`src/rtl/ttt_board_ctrl_pkg.sv`:
```
// Shared definitions for the Tic-Tac-Toe board controller: cell codes,
// FSM states and the table of winning lines.
package ttt_board_ctrl_pkg;

  localparam logic [1:0] CELL_EMPTY = 2'b00;
  localparam logic [1:0] CELL_O     = 2'b01;
  localparam logic [1:0] CELL_X     = 2'b10;

  typedef enum logic [2:0] {
    ST_IDLE   = 3'd0,
    ST_LOCATE = 3'd1,
    ST_CHECK  = 3'd2,
    ST_WRITE  = 3'd3,
    ST_EVAL   = 3'd4,
    ST_OVER   = 3'd5
  } state_t;

  // Cell index triples: rows, columns, diagonals
  localparam int WIN_LINES [8][3] = '{
    '{0, 1, 2}, '{3, 4, 5}, '{6, 7, 8},
    '{0, 3, 6}, '{1, 4, 7}, '{2, 5, 8},
    '{0, 4, 8}, '{2, 4, 6}
  };

  function automatic logic [1:0] cell_at(input logic [17:0] b, input int idx);
    return b[2*idx +: 2];
  endfunction

endpackage

```
`src/rtl/ttt_win_detect.sv`:
```
// Combinational line/full detector for a packed 3x3 board.
module ttt_win_detect
  import ttt_board_ctrl_pkg::*;
(
  input  logic [17:0] board,
  output logic [1:0]  winner,
  output logic        full
);

  // Scan the eight lines; first completed line names the winner
  always_comb begin
    winner = CELL_EMPTY;
    full   = 1'b1;
    for (int i = 0; i < 9; i++) begin
      if (cell_at(board, i) == CELL_EMPTY) full = 1'b0;
    end
    for (int l = 0; l < 8; l++) begin
      if (winner == CELL_EMPTY &&
          cell_at(board, WIN_LINES[l][0]) != CELL_EMPTY &&
          cell_at(board, WIN_LINES[l][0]) == cell_at(board, WIN_LINES[l][1]) &&
          cell_at(board, WIN_LINES[l][0]) == cell_at(board, WIN_LINES[l][2]))
        winner = cell_at(board, WIN_LINES[l][0]);
    end
  end

endmodule

```
`src/rtl/ttt_board_ctrl.sv`:
```
// Turns a mouse click over the board into a Tic-Tac-Toe move, owns the
// board register, rejects illegal moves and reports the game outcome.
//
//   state  | meaning
//   IDLE   | waiting for a fresh button press
//   LOCATE | map captured cursor to a cell, drop off-board clicks
//   CHECK  | drop clicks on an occupied cell
//   WRITE  | write the mover's mark into the board
//   EVAL   | register outcome and ack for the mover
//   OVER   | game finished, only reset leaves
module ttt_board_ctrl
  import ttt_board_ctrl_pkg::*;
#(
  parameter int ORIGIN_X = 80,
  parameter int ORIGIN_Y = 0,
  parameter int CELL_W   = 160,
  parameter int CELL_H   = 160
) (
  input  logic        clock,
  input  logic        reset,
  input  logic        mouse_btn,
  input  logic [9:0]  cursor_x,
  input  logic [9:0]  cursor_y,
  input  logic        turn_x,
  output logic [17:0] board,
  output logic        o_status_ack,
  output logic        x_status_ack,
  output logic        win_signal,
  output logic [1:0]  winner,
  output logic        draw,
  output logic        busy
);

  localparam logic [10:0] X_ORG = 11'(ORIGIN_X);
  localparam logic [10:0] Y_ORG = 11'(ORIGIN_Y);
  localparam logic [10:0] X_B1  = 11'(CELL_W);
  localparam logic [10:0] X_B2  = 11'(2 * CELL_W);
  localparam logic [10:0] X_B3  = 11'(3 * CELL_W);
  localparam logic [10:0] Y_B1  = 11'(CELL_H);
  localparam logic [10:0] Y_B2  = 11'(2 * CELL_H);
  localparam logic [10:0] Y_B3  = 11'(3 * CELL_H);

  state_t      state, state_nx;
  logic        btn_q, press;
  logic [9:0]  cx_q, cy_q;
  logic        mover_x_q;
  logic [3:0]  cell_q;
  logic [11:0] dx, dy;
  logic [1:0]  col, row;
  logic        in_board;
  logic [3:0]  cell_idx;
  logic        cell_taken;
  logic [1:0]  wd_winner;
  logic        wd_full;

  assign press      = mouse_btn & ~btn_q;
  // Bit 11 of the offset flags a cursor left of / above the board
  assign dx         = {2'b00, cx_q} - {1'b0, X_ORG};
  assign dy         = {2'b00, cy_q} - {1'b0, Y_ORG};
  assign cell_taken = board[{cell_q, 1'b0} +: 2] != CELL_EMPTY;
  assign win_signal = |winner;
  assign busy       = (state != ST_IDLE) && (state != ST_OVER);

  ttt_win_detect u_win_detect (
    .board  (board),
    .winner (wd_winner),
    .full   (wd_full)
  );

  // Cell mapper: threshold compares on the cursor offset, no divider
  always_comb begin
    col      = (dx[10:0] < X_B1) ? 2'd0 : (dx[10:0] < X_B2) ? 2'd1 : 2'd2;
    row      = (dy[10:0] < Y_B1) ? 2'd0 : (dy[10:0] < Y_B2) ? 2'd1 : 2'd2;
    in_board = ~dx[11] & (dx[10:0] < X_B3) & ~dy[11] & (dy[10:0] < Y_B3);
    cell_idx = {1'b0, row, 1'b0} + {2'b00, row} + {2'b00, col};
  end

  // FSM state register
  always_ff @(posedge clock) begin
    if (!reset) state <= ST_IDLE;
    else        state <= state_nx;
  end

  // FSM next-state logic
  always_comb begin
    state_nx = state;
    case (state)
      ST_IDLE:   if (press) state_nx = ST_LOCATE;
      ST_LOCATE: state_nx = in_board ? ST_CHECK : ST_IDLE;
      ST_CHECK:  state_nx = cell_taken ? ST_IDLE : ST_WRITE;
      ST_WRITE:  state_nx = ST_EVAL;
      ST_EVAL:   state_nx = (wd_winner != CELL_EMPTY || wd_full) ? ST_OVER : ST_IDLE;
      ST_OVER:   state_nx = ST_OVER;
      default:   state_nx = ST_IDLE;
    endcase
  end

  // Datapath: press capture, cell latch, board write and outcome registers
  always_ff @(posedge clock) begin
    if (!reset) begin
      btn_q        <= 1'b0;
      cx_q         <= '0;
      cy_q         <= '0;
      mover_x_q    <= 1'b0;
      cell_q       <= '0;
      board        <= '0;
      o_status_ack <= 1'b0;
      x_status_ack <= 1'b0;
      winner       <= CELL_EMPTY;
      draw         <= 1'b0;
    end else begin
      btn_q <= mouse_btn;
      case (state)
        ST_IDLE: begin
          if (press) begin
            cx_q         <= cursor_x;
            cy_q         <= cursor_y;
            mover_x_q    <= turn_x;
            o_status_ack <= 1'b0;
            x_status_ack <= 1'b0;
          end
        end
        ST_LOCATE: cell_q <= cell_idx;
        ST_WRITE:  board[{cell_q, 1'b0} +: 2] <= mover_x_q ? CELL_X : CELL_O;
        ST_EVAL: begin
          winner       <= wd_winner;
          draw         <= wd_full & (wd_winner == CELL_EMPTY);
          x_status_ack <= mover_x_q;
          o_status_ack <= ~mover_x_q;
        end
        default: ;
      endcase
    end
  end

endmodule

```
`config.mk`:
```
export PLATFORM = sky130hd
export DESIGN_NAME = ttt_board_ctrl
export DESIGN_NICKNAME = d
export VERILOG_FILES = /design/src/rtl/ttt_board_ctrl_pkg.sv /design/src/rtl/ttt_win_detect.sv /design/src/rtl/ttt_board_ctrl.sv
export SDC_FILE = /design/constraint.sdc
export NUM_CORES = 1
export LEC_CHECK = 0
export ABC_AREA = 1
export CAP_MARGIN = 20
export CORE_ASPECT_RATIO = 0.6
export CORE_MARGIN = 3
export CORE_UTILIZATION = 54
export CTS_BUF_LIST = sky130_fd_sc_hd__clkbuf_8
export DETAILED_ROUTE_END_ITERATION = 8
export GPL_ROUTABILITY_DRIVEN = 1
export MAX_ROUTING_LAYER = met4
export PLACE_DENSITY_LB_ADDON = 0.3
export SETUP_SLACK_MARGIN = 0.1
export SYNTH_ARGS = -nofsm -noshare
export SYNTH_HDL_FRONTEND = slang
export SYNTH_SLANG_ARGS = --single-unit
```
`constraint.sdc`:
```
create_clock -name clock -period 3.4 [get_ports clock]
set_input_delay 0.51 -clock clock [delete_from_list [all_inputs] [get_ports clock]]
set_output_delay 0.51 -clock clock [all_outputs]
set_load 0.1 [all_outputs]
```
# Word-level counts from Yosys, hierarchy flattened
# Index checks and enable logic that the tools add are counted.
# totals
register_bits	52
input_bits	24
out_inout_bits	25
wordCells	140
# classes
add_sub_neg	4
magnitude_cmp	6
eq_ne	23
n_shift	3
muxes	31
n_bitwise	7
n_reduce_logical	55
# ops
op	count
$logic_not 2->1	17
$eq 2x2->1	16
$mux 2	15
$logic_and 1x1->1	24
$lt 11x9->1 const B	2
$lt 10x9->1 const B	2
$bwmux 18	1
$pmux 3 s6	1
$shift 2x7->18 const A	1
$shiftx 18x6->2	1
$shiftx 2x7->18	1
$reduce_bool 2->1	8
$lt 11x8->1 const B	1
$sub 10x7->11 const B	1
$lt 10x8->1 const B	1
$mux 1	10
$neg 5->7	1
$eq 3x2->1 const B	2
$eq 3x3->1 const B	2
$mux 3	2
$add 3x2->4	1
$add 4x2->4	1
$and 1x1->1	4
$pmux 1 s2	2
9 further kinds	12

# Longest topological paths before layout
# logic_depth
word_depth	43
depth_mapped	24
ltp_nobuf	24

# By module
# A second synthesis with hierarchy kept.
# hier_totals
hier_cells	443
area_unflattened_um2	2854.0
# modules_own_cells
module	instances	cells_per_inst	area_each_um2	seq_area_each_um2
ttt_board_ctrl	1	313	2207.1	860.8
ttt_win_detect	1	130	646.9	0.0

# Worst setup path before layout
# OpenSTA, ideal clock, no wires.
# synth_timing
path_kind	register to register
startpoint	reg board[8]
endpoint	reg state[2]
setup_ps	110
arrival_time_ps	2585
required_ps	3290
setup_slack_ps	706
path_stages_with_launch	25
path_buffers	1
period_less_slack_ps	2694
cell_sequence	dfxtp_1 -> buf_2 -> nor2_1 -> nand2_1 -> nand2_1 -> nand2_1 -> inv_2 -> nand3_1 -> nand2_1 -> inv_2 -> nand2_1 -> inv_2 -> nand2_1 -> inv_2 -> nand2_1 -> inv_2 -> nand2_1 -> inv_2 -> nand2_1 -> inv_2 -> nand2_1 -> o21ai_2 -> nand3_1 -> nand2_1 -> inv_1
# synth_between
elab_chain_len	38
word_cells_on_any_way	47
cone_classes	eq/ne: 4; mux: 14; reduce/logical: 29
# synth_lines
item	line	text
start: declaration	ttt_board_ctrl.sv:25	output logic [17:0] board,
start signal: indexed assignment	ttt_board_ctrl.sv:124	ST_WRITE: board[{cell_q, 1'b0} +: 2] <= mover_x_q ? CELL_X : CELL_O;
$eq 2x2->1	ttt_win_detect.sv:20	cell_at(board, WIN_LINES[l][0]) == cell_at(board, WIN_LINES[l][1]) &&
$logic_and 1x1->1	ttt_win_detect.sv:19	cell_at(board, WIN_LINES[l][0]) != CELL_EMPTY &&
$logic_and 1x1->1	ttt_win_detect.sv:20	
$mux 2	ttt_win_detect.sv:18	if (winner == CELL_EMPTY &&
$logic_not 2->1	ttt_win_detect.sv:18	
$logic_and 1x1->1	ttt_win_detect.sv:18	
$logic_and 1x1->1	ttt_win_detect.sv:19	
$logic_and 1x1->1	ttt_win_detect.sv:20	
(+22 left out)	-	
$logic_and 1x1->1	ttt_win_detect.sv:18	
$logic_and 1x1->1	ttt_win_detect.sv:19	
$logic_and 1x1->1	ttt_win_detect.sv:20	
$mux 2	ttt_win_detect.sv:18	
$reduce_bool 2->1	ttt_board_ctrl.sv:92	ST_EVAL: state_nx = (wd_winner != CELL_EMPTY || wd_full) ? ST_OVER : ST_IDLE;
$logic_or 1x1->1 (*)	ttt_board_ctrl.sv:92	
$mux 3 (*)	ttt_board_ctrl.sv:92	
$pmux 3 s6 (*)	ttt_board_ctrl.sv:87	case (state)
end signal: assignment	ttt_board_ctrl.sv:81	else state <= state_nx;
end: declaration	ttt_board_ctrl.sv:43	state_t state, state_nx;
# Every way passes the cells marked *; elsewhere a longest branch is shown, timed or not.
# A chain may end at the register's enable or synchronous reset.

# Worst setup path after layout
# layout_timing
startpoint	reg cx_q[4]
endpoint	reg cell_q[2]
# layout_between
elab_chain_len	5
word_cells_on_any_way	6
cone_classes	add/sub: 2; order compare: 2; mux: 2
# layout_lines
item	line	text
start: declaration	ttt_board_ctrl.sv:45	logic [9:0] cx_q, cy_q;
start signal: assignment	ttt_board_ctrl.sv:116	cx_q <= cursor_x;
$sub 10x7->11 (*)	ttt_board_ctrl.sv:58	assign dx = {2'b00, cx_q} - {1'b0, X_ORG};
$lt 11x9->1	ttt_board_ctrl.sv:72	col = (dx[10:0] < X_B1) ? 2'd0 : (dx[10:0] < X_B2) ? 2'd1 : 2'd2;
$mux 2	ttt_board_ctrl.sv:72	
$mux 2 (*)	ttt_board_ctrl.sv:72	
$add 4x2->4 (*)	ttt_board_ctrl.sv:75	cell_idx = {1'b0, row, 1'b0} + {2'b00, row} + {2'b00, col};
end signal: assignment	ttt_board_ctrl.sv:123	ST_LOCATE: cell_q <= cell_idx;
end: declaration	ttt_board_ctrl.sv:47	logic [3:0] cell_q;
# Marks and branches as above.

==> results.yml <==
yosys:
  synth_cell_types: 31
  syn_area_per_cell_um2: 6.312
  synth_most_common_cell: "nand2_1"
  synth_area_leaders: "dfxtp_1 32%, nand2_1 9.3%, nand3_1 8.9%"
  yosysWarningCount: 0
  synthArstFlopShare_pct: 0
  synth_edf_count: 0
  synth_common_cells: "67 x nand2_1, 63 x inv_1, 49 x nor2_1"
  synth_area_leader_cell: "dfxtp_1"
  synth_ff_type: "dfxtp_1"
  synth_area_um2: 2695
  synth_seq_cells: 43
  syn_inst: 427
  synth_nets: 459
  synth_top_area_share_pct: 31.94
  ys_seq_area_share_pct: 31.94
critical_path:
  path_cells: "inv_1, ha_1, inv_1, nand2_1, nand2_1, xor2_1, o21ai_0, nand2_1, inv_1, fa_1, inv_1, ha_1, inv_1, fa_1, inv_1, o21ai_0, a21oi_1"
  worst_setup_path_start_kind: "flop"
  crit_top_cell: "inv_1"
  critPathKind: "reg2reg"
  critPathSlowestCell: "fa_1"
  cp.required_ns: 3.57
  worstPathArrival_ns: 3.00
  path_buf_inv: 6
  path_max_fanout: 3
  cp_num_cells: 17
  cp-end-kind: "flop"
  ff2ff_path_depth: 17
  critPathMaxStageDelay_ns: 0.47
  critical-path-top-delay-family: "adder cells"
timing:
  hold_viol: 0
  fin_crit_ns: 2.829
  slew_violations: 0
  rsz0062_at_grt: "false"
  tns_ns: 0
  slew_headroom_pct: 34.68
  setup_viol: 0
  setup_slack_ns: 0.5708
  clock.fmax_mhz: 353.5
  finClkSkew_ns: 0.004279
  timing.final.crit_share_pct: 83.21
  worst_hold_slack_ns: 0.4850
  worst_pin_slew_ns: 0.9767
global_routing:
  grt_pass1_wl_mm: 12.72
  grt_max_degree: 26
  grt_overflow: 0
  gr-usage-all-layers_pct: 28.21
  first_global_vias: 2585
  antenna_found_initial: 0
floorplanning:
  fp-row-count: 19
  die_area_um2: 5902
  io_pins: 49
  chipWidth_um: 97.21
  core_um2: 4683
  die_y_um: 60.72
  start_util_pct: 57.55
clocking:
  clock_path_buffers: 2
  clock_latency_ns: 0.29
  cts_setup_buffers: 0
  clkSlewWorstSetupHoldPaths_ns: 0.08
  cts_htree_levels: 2
  postCtsHoldBufs: 0
  cts_tree: "built"
  numCtsBuffers: 5
  cts-root-buf: "clkbuf_8"
  ctsResizeCount: 0
  clock_sinks: 43
run_status:
  status: "finished, final reports clean"
finish:
  final_cell_area_um2: 3187
  synthToLayoutAreaGrowth_pct: 18.25
  regArea_um2: 860.8
  fillers: 438
  diodes: 0
  nNetsFinal: 496
  multi_input_comb_area_um2: 1475
  final_layout_size_suffix_gt1_share_pct: 8.387
placement:
  place.port_buffers: 39
  dp_hpwl_mm: 6.039
  placed_area_um2: 3102
  gp_congestion: 0.9606
  place_ws_ns: 0.5760
drt:
  routed_wl_mm: 7.804
  ant_nets: 0
  drc_errors: 0
  dr.pass1.iters: 5
  drt_iter0_drc: 265
  wl_per_cell_um: 14.78
  avgViaCountPerCell: 5.593
  vias: 2953
worst_hold_path:
  hp-class: "reg2reg"
  whs_path_depth: 2
power:
  p_leak_nw: 1.363
  power_density_nw_per_um2: 350.2
  peakVddDrop_uv: 222.9
flow_run:
  max-cap-violations: 0
flip-flops by register name (all words and copies together), names as in the netlist:
signal and cells:
btn_q 1, cell_q 4, winner 2, state 3, board 18, draw 1, x_status_ack 1, mover_x_q 1
cy_q 5, cx_q 6, o_status_ack 1
area by class of cell:
class,instances,area share [%]
multi-input cells,293,46.29
flip-flops and latches,43,27.01
repair buffers,40,12.01
inverters,81,9.541
well taps,63,2.473
clock buffers,5,2.159
clock inverters,3,0.5104
cell usage in the layout (no fill, tap or decap):
cell             netlist  layout
nand4_1                4       4
nand3_1               48      48
inv_2                 17      17
o21ai_0               29      29
nand3_2                1       1
or2_2                  1       1
clkinv_2               0       1
nor2_1                49      49
o21a_1                 1       1
a21oi_1               42      42
clkdlybuf4s50_1        0      33
a211oi_1               9       9
a22oi_1                1       1
inv_1                 63      64
nor3_1                14      14
clkinvlp_4             0       1
xor2_1                 2       2
a31oi_1                2       2
clkbuf_8               0       5
nor4_1                 4       4
nor2_2                 2       2
clkinv_1               1       1
xnor2_1                1       1
o211ai_1               3       3
dfxtp_1               43      43
o21ai_2                1       1
fa_1                   2       2
ha_1                   6       6
nand2_1               67      67
nand2_2                3       3
o2111ai_1              1       1
buf_4                  0       7
worst reg2reg max path: cells and delay by family (launching register included):
kind	cells	cell delay, ns
adder cells (fa/ha/maj)	4	1.28
AO/OA/AOI/OAI	3	0.34
flip-flops	1	0.31
AND/OR/NAND/NOR	3	0.24
buffers and inverters	6	0.35
XOR/XNOR	1	0.21
report_power, final:
| group | internal, mW | switching [mW] | total [mW] |
|---|---|---|---|
| registers | 0.527 | 0.0205 | 0.547 |
| clock network | 0.141 | 0.177 | 0.318 |
| logic | 0.0847 | 0.166 | 0.251 |
| total | 0.752 | 0.364 | 1.12 |
metrics by stage:
step           power [mW]  cells  utilization, %
6_report            1.116    528           68.05
5_1_grt             1.177    528           68.05
4_1_cts             1.114    528           68.05
3_5_place_dp       0.8032    520           66.23
3_3_place_gp       0.7955    520           66.23
2_1_floorplan      0.7354    427               -
final timing paths:
| kind | to | slack (ns) | start |
|---|---|---|---|
| max | cell_q[2] | 0.57 | cx_q[4] |
| min | cx_q[5] | 0.48 | cx_q[5] |
| max reg2reg | cell_q[2] | 0.57 | cx_q[4] |
| min reg2reg | cx_q[5] | 0.48 | cx_q[5] |
per-layer routing:
metal  vias to the layer above  part of all wire (%)  track usage [%]
met5                         -                     0                -
met4                         0                  0.69            3.600
met3                        11                    13            8.381
met2                       176                    38            39.71
met1                      1303                    47            40.71
li1                       1463                     -                -
logic make-up (layout without fill, tap and decap cells):
| group | count (synthesis) | after routing | synth area share (%) |
|---|---|---|---|
| adder cells (fa/ha/maj) | 8 | 8 | 4.271 |
| AND/OR/NAND/NOR | 193 | 193 | 31.29 |
| XOR/XNOR | 3 | 3 | 0.9751 |
| AO/OA/AOI/OAI | 89 | 89 | 18.20 |
| flip-flops | 43 | 43 | 31.94 |
| buffers and inverters | 91 | 129 | 13.32 |
Power figures use the tool's default switching activity.
==> edit: new RTL, config.mk and constraints unchanged <==
Register the output `x_status_ack` once more, without a reset; this adds one clock of latency there. The other outputs are not delayed to match.
--- a/src/rtl/ttt_board_ctrl.sv
+++ b/src/rtl/ttt_board_ctrl.sv
@@ -41,2 +41,4 @@
   localparam logic [10:0] Y_B3  = 11'(3 * CELL_H);
+
+  logic x_status_ack_s0;
 
@@ -107,3 +109,3 @@
       o_status_ack <= 1'b0;
-      x_status_ack <= 1'b0;
+      x_status_ack_s0 <= 1'b0;
       winner       <= CELL_EMPTY;
@@ -119,3 +121,3 @@
             o_status_ack <= 1'b0;
-            x_status_ack <= 1'b0;
+            x_status_ack_s0 <= 1'b0;
           end
@@ -127,3 +129,3 @@
           draw         <= wd_full & (wd_winner == CELL_EMPTY);
-          x_status_ack <= mover_x_q;
+          x_status_ack_s0 <= mover_x_q;
           o_status_ack <= ~mover_x_q;
@@ -135,2 +137,6 @@
 
+  always_ff @(posedge clock) begin
+    x_status_ack <= x_status_ack_s0;
+  end
+
 endmodule
Function: changed (Yosys sat finds a counterexample within 10 cycles, from zero or initial values and one cycle with reset low).
==> edit against the unedited design <==
Design area rose by 3.1%; wire length fell by 1.5%; area after synthesis rose by 2.7%; largest power group unchanged; sequential cell count rose by 1; maximum frequency fell by 4.3%; worst setup slack got worse by 0.13 ns; total power rose by 8.6%; hold slack got worse by 0.13 ns; highest routed layer unchanged.
==> edit: results (changes against the unedited design) <==
run status: finished clean
routed vias/inst: 5.52 (-1.2%)
H-Tree Depth: 2 (unchanged)
flop2flop setup slack: 0.45 ns (-0.13 ns)
DP HPWL: 6.00 mm (-0.64%)
Ys Warns: 0 (unchanged)
Comb power: 0.256 mW (+2%)
Seq pwr share: 46.3% (-2.7 points)
P_leak: 1.43 nW (+4.6%)
worst hold stages: 0 (-2)
global-route wire length before repair: 12.4 mm (-2.5%)
slew at the pin closest to its max-slew limit: 0.979 ns (+0.00270 ns)
Area contributors post-synth: dfxtp_1 32%, inv_1 9.1%, nand2_1 8.0%
worst-skew pair later-pin latency: 0.30 ns
VDD IR max: 0.244 mV (+9.5%)
largest net degree at the start of global routing: 29 (+12%)
Yosys cell types: 34 (+9.7%)
post-synthesis compound-gate area fraction: 18.4% (+0.16 points)
Hold Startpoint: x_status_ack_s0$_SDFFE_PN0P_
Tot GR Track Use: 26.9% (-1.3 points)
Worst R2R Path Depth: 17 (unchanged)
filler cell count: 441 (+0.68%)
register area share after synthesis: 31.8% (-0.11 points)
crit path DAT: 3.14 ns (+0.14 ns)
worst hold margin: 0.359 ns (-0.126 ns)
Worst Hold End: x_status_ack$_DFF_P_
Post-synth top cells: 67 x inv_1, 59 x nand2_1, 51 x nor2_1, 44 x dfxtp_1, 38 x a21oi_1
final wirelength: 7.69 mm (-1.5%)
Top Registers: board: 18 flops, cx_q: 6 flops, cy_q: 5 flops
clk root buf: clkbuf_8
HP Class: reg -> reg
drt initial violations: 415 (+57%)
seq pwr: 0.561 mW (+3%)
Clock Skews: 0.0112 ns (+0.00692 ns)
Pre-Repair DR Iteration Count: 7 (+2)
share of post-route cells with drive strength above 1: 11.3% (+3.0 points)
Adder-Cell Fraction of Synth Area: 4.16% (-0.11 points)
RR Startpoint: cx_q[4]$_SDFFE_PN0P_
Synth Area in XOR/XNOR: 0.949% (-0.026 points)
Main synth FF type: dfxtp_1
vias in the first global route: 2,617 (+1.2%)
syn_nets: 460 (+0.22%)
Layout Nets: 498 (+0.40%)
Crit path max-delay family: adder cells
GPL Wtd Cong: 0.946 (-1.6%)
Switch Pwr: 0.368 mW (+1.2%)
==> edit: cell type report <==
cell class | instances | area, µm² | area share [%]
clock buffer | 5 | 68.8 | 2.09
clock inverter | 3 | 38.8 | 1.18
inverter | 84 | 315 | 9.59
multi-input combinational | 289 | 1510 | 46.0
sequential | 44 | 881 | 26.8
tap | 63 | 78.8 | 2.40
timing repair buffer | 42 | 393 | 12.0
==> edit: layer usage <==
layer / vias to the layer above / track usage, % / share of wire (%)
li1: 1468 / - / -
met1: 1283 / 38.8 / 48
met2: 160 / 36.7 / 38
met3: 17 / 8.48 / 12
met4: 0 / 4.86 / 1.1
met5: - / - / 0
==> edit: worst max-delay path by stage <==
stage                                   endpoint  depth (start not counted)                   from  slack [ns]
after floorplan            state[2]$_SDFFE_PN0P_                         22  board[8]$_SDFFE_PN0P_        0.69
after global placement    cell_q[2]$_SDFFE_PN0P_                         17   cx_q[4]$_SDFFE_PN0P_        0.64
after detailed placement  cell_q[2]$_SDFFE_PN0P_                         17   cx_q[4]$_SDFFE_PN0P_        0.46
after CTS                 cell_q[2]$_SDFFE_PN0P_                         17   cx_q[4]$_SDFFE_PN0P_        0.43
after global routing      cell_q[2]$_SDFFE_PN0P_                         17   cx_q[4]$_SDFFE_PN0P_        0.19
final                     cell_q[2]$_SDFFE_PN0P_                         17   cx_q[4]$_SDFFE_PN0P_        0.45
==> edit: metrics by stage <==
stage / std cells / instance area [µm²] / setup slack (ns)
global placement: 522 / 3180 / 0.640
finish: 530 / 3290 / 0.445
global route: 530 / 3290 / 0.187
floorplan: 428 / 2770 / 0.690
detailed placement: 522 / 3180 / 0.461
CTS: 530 / 3290 / 0.429
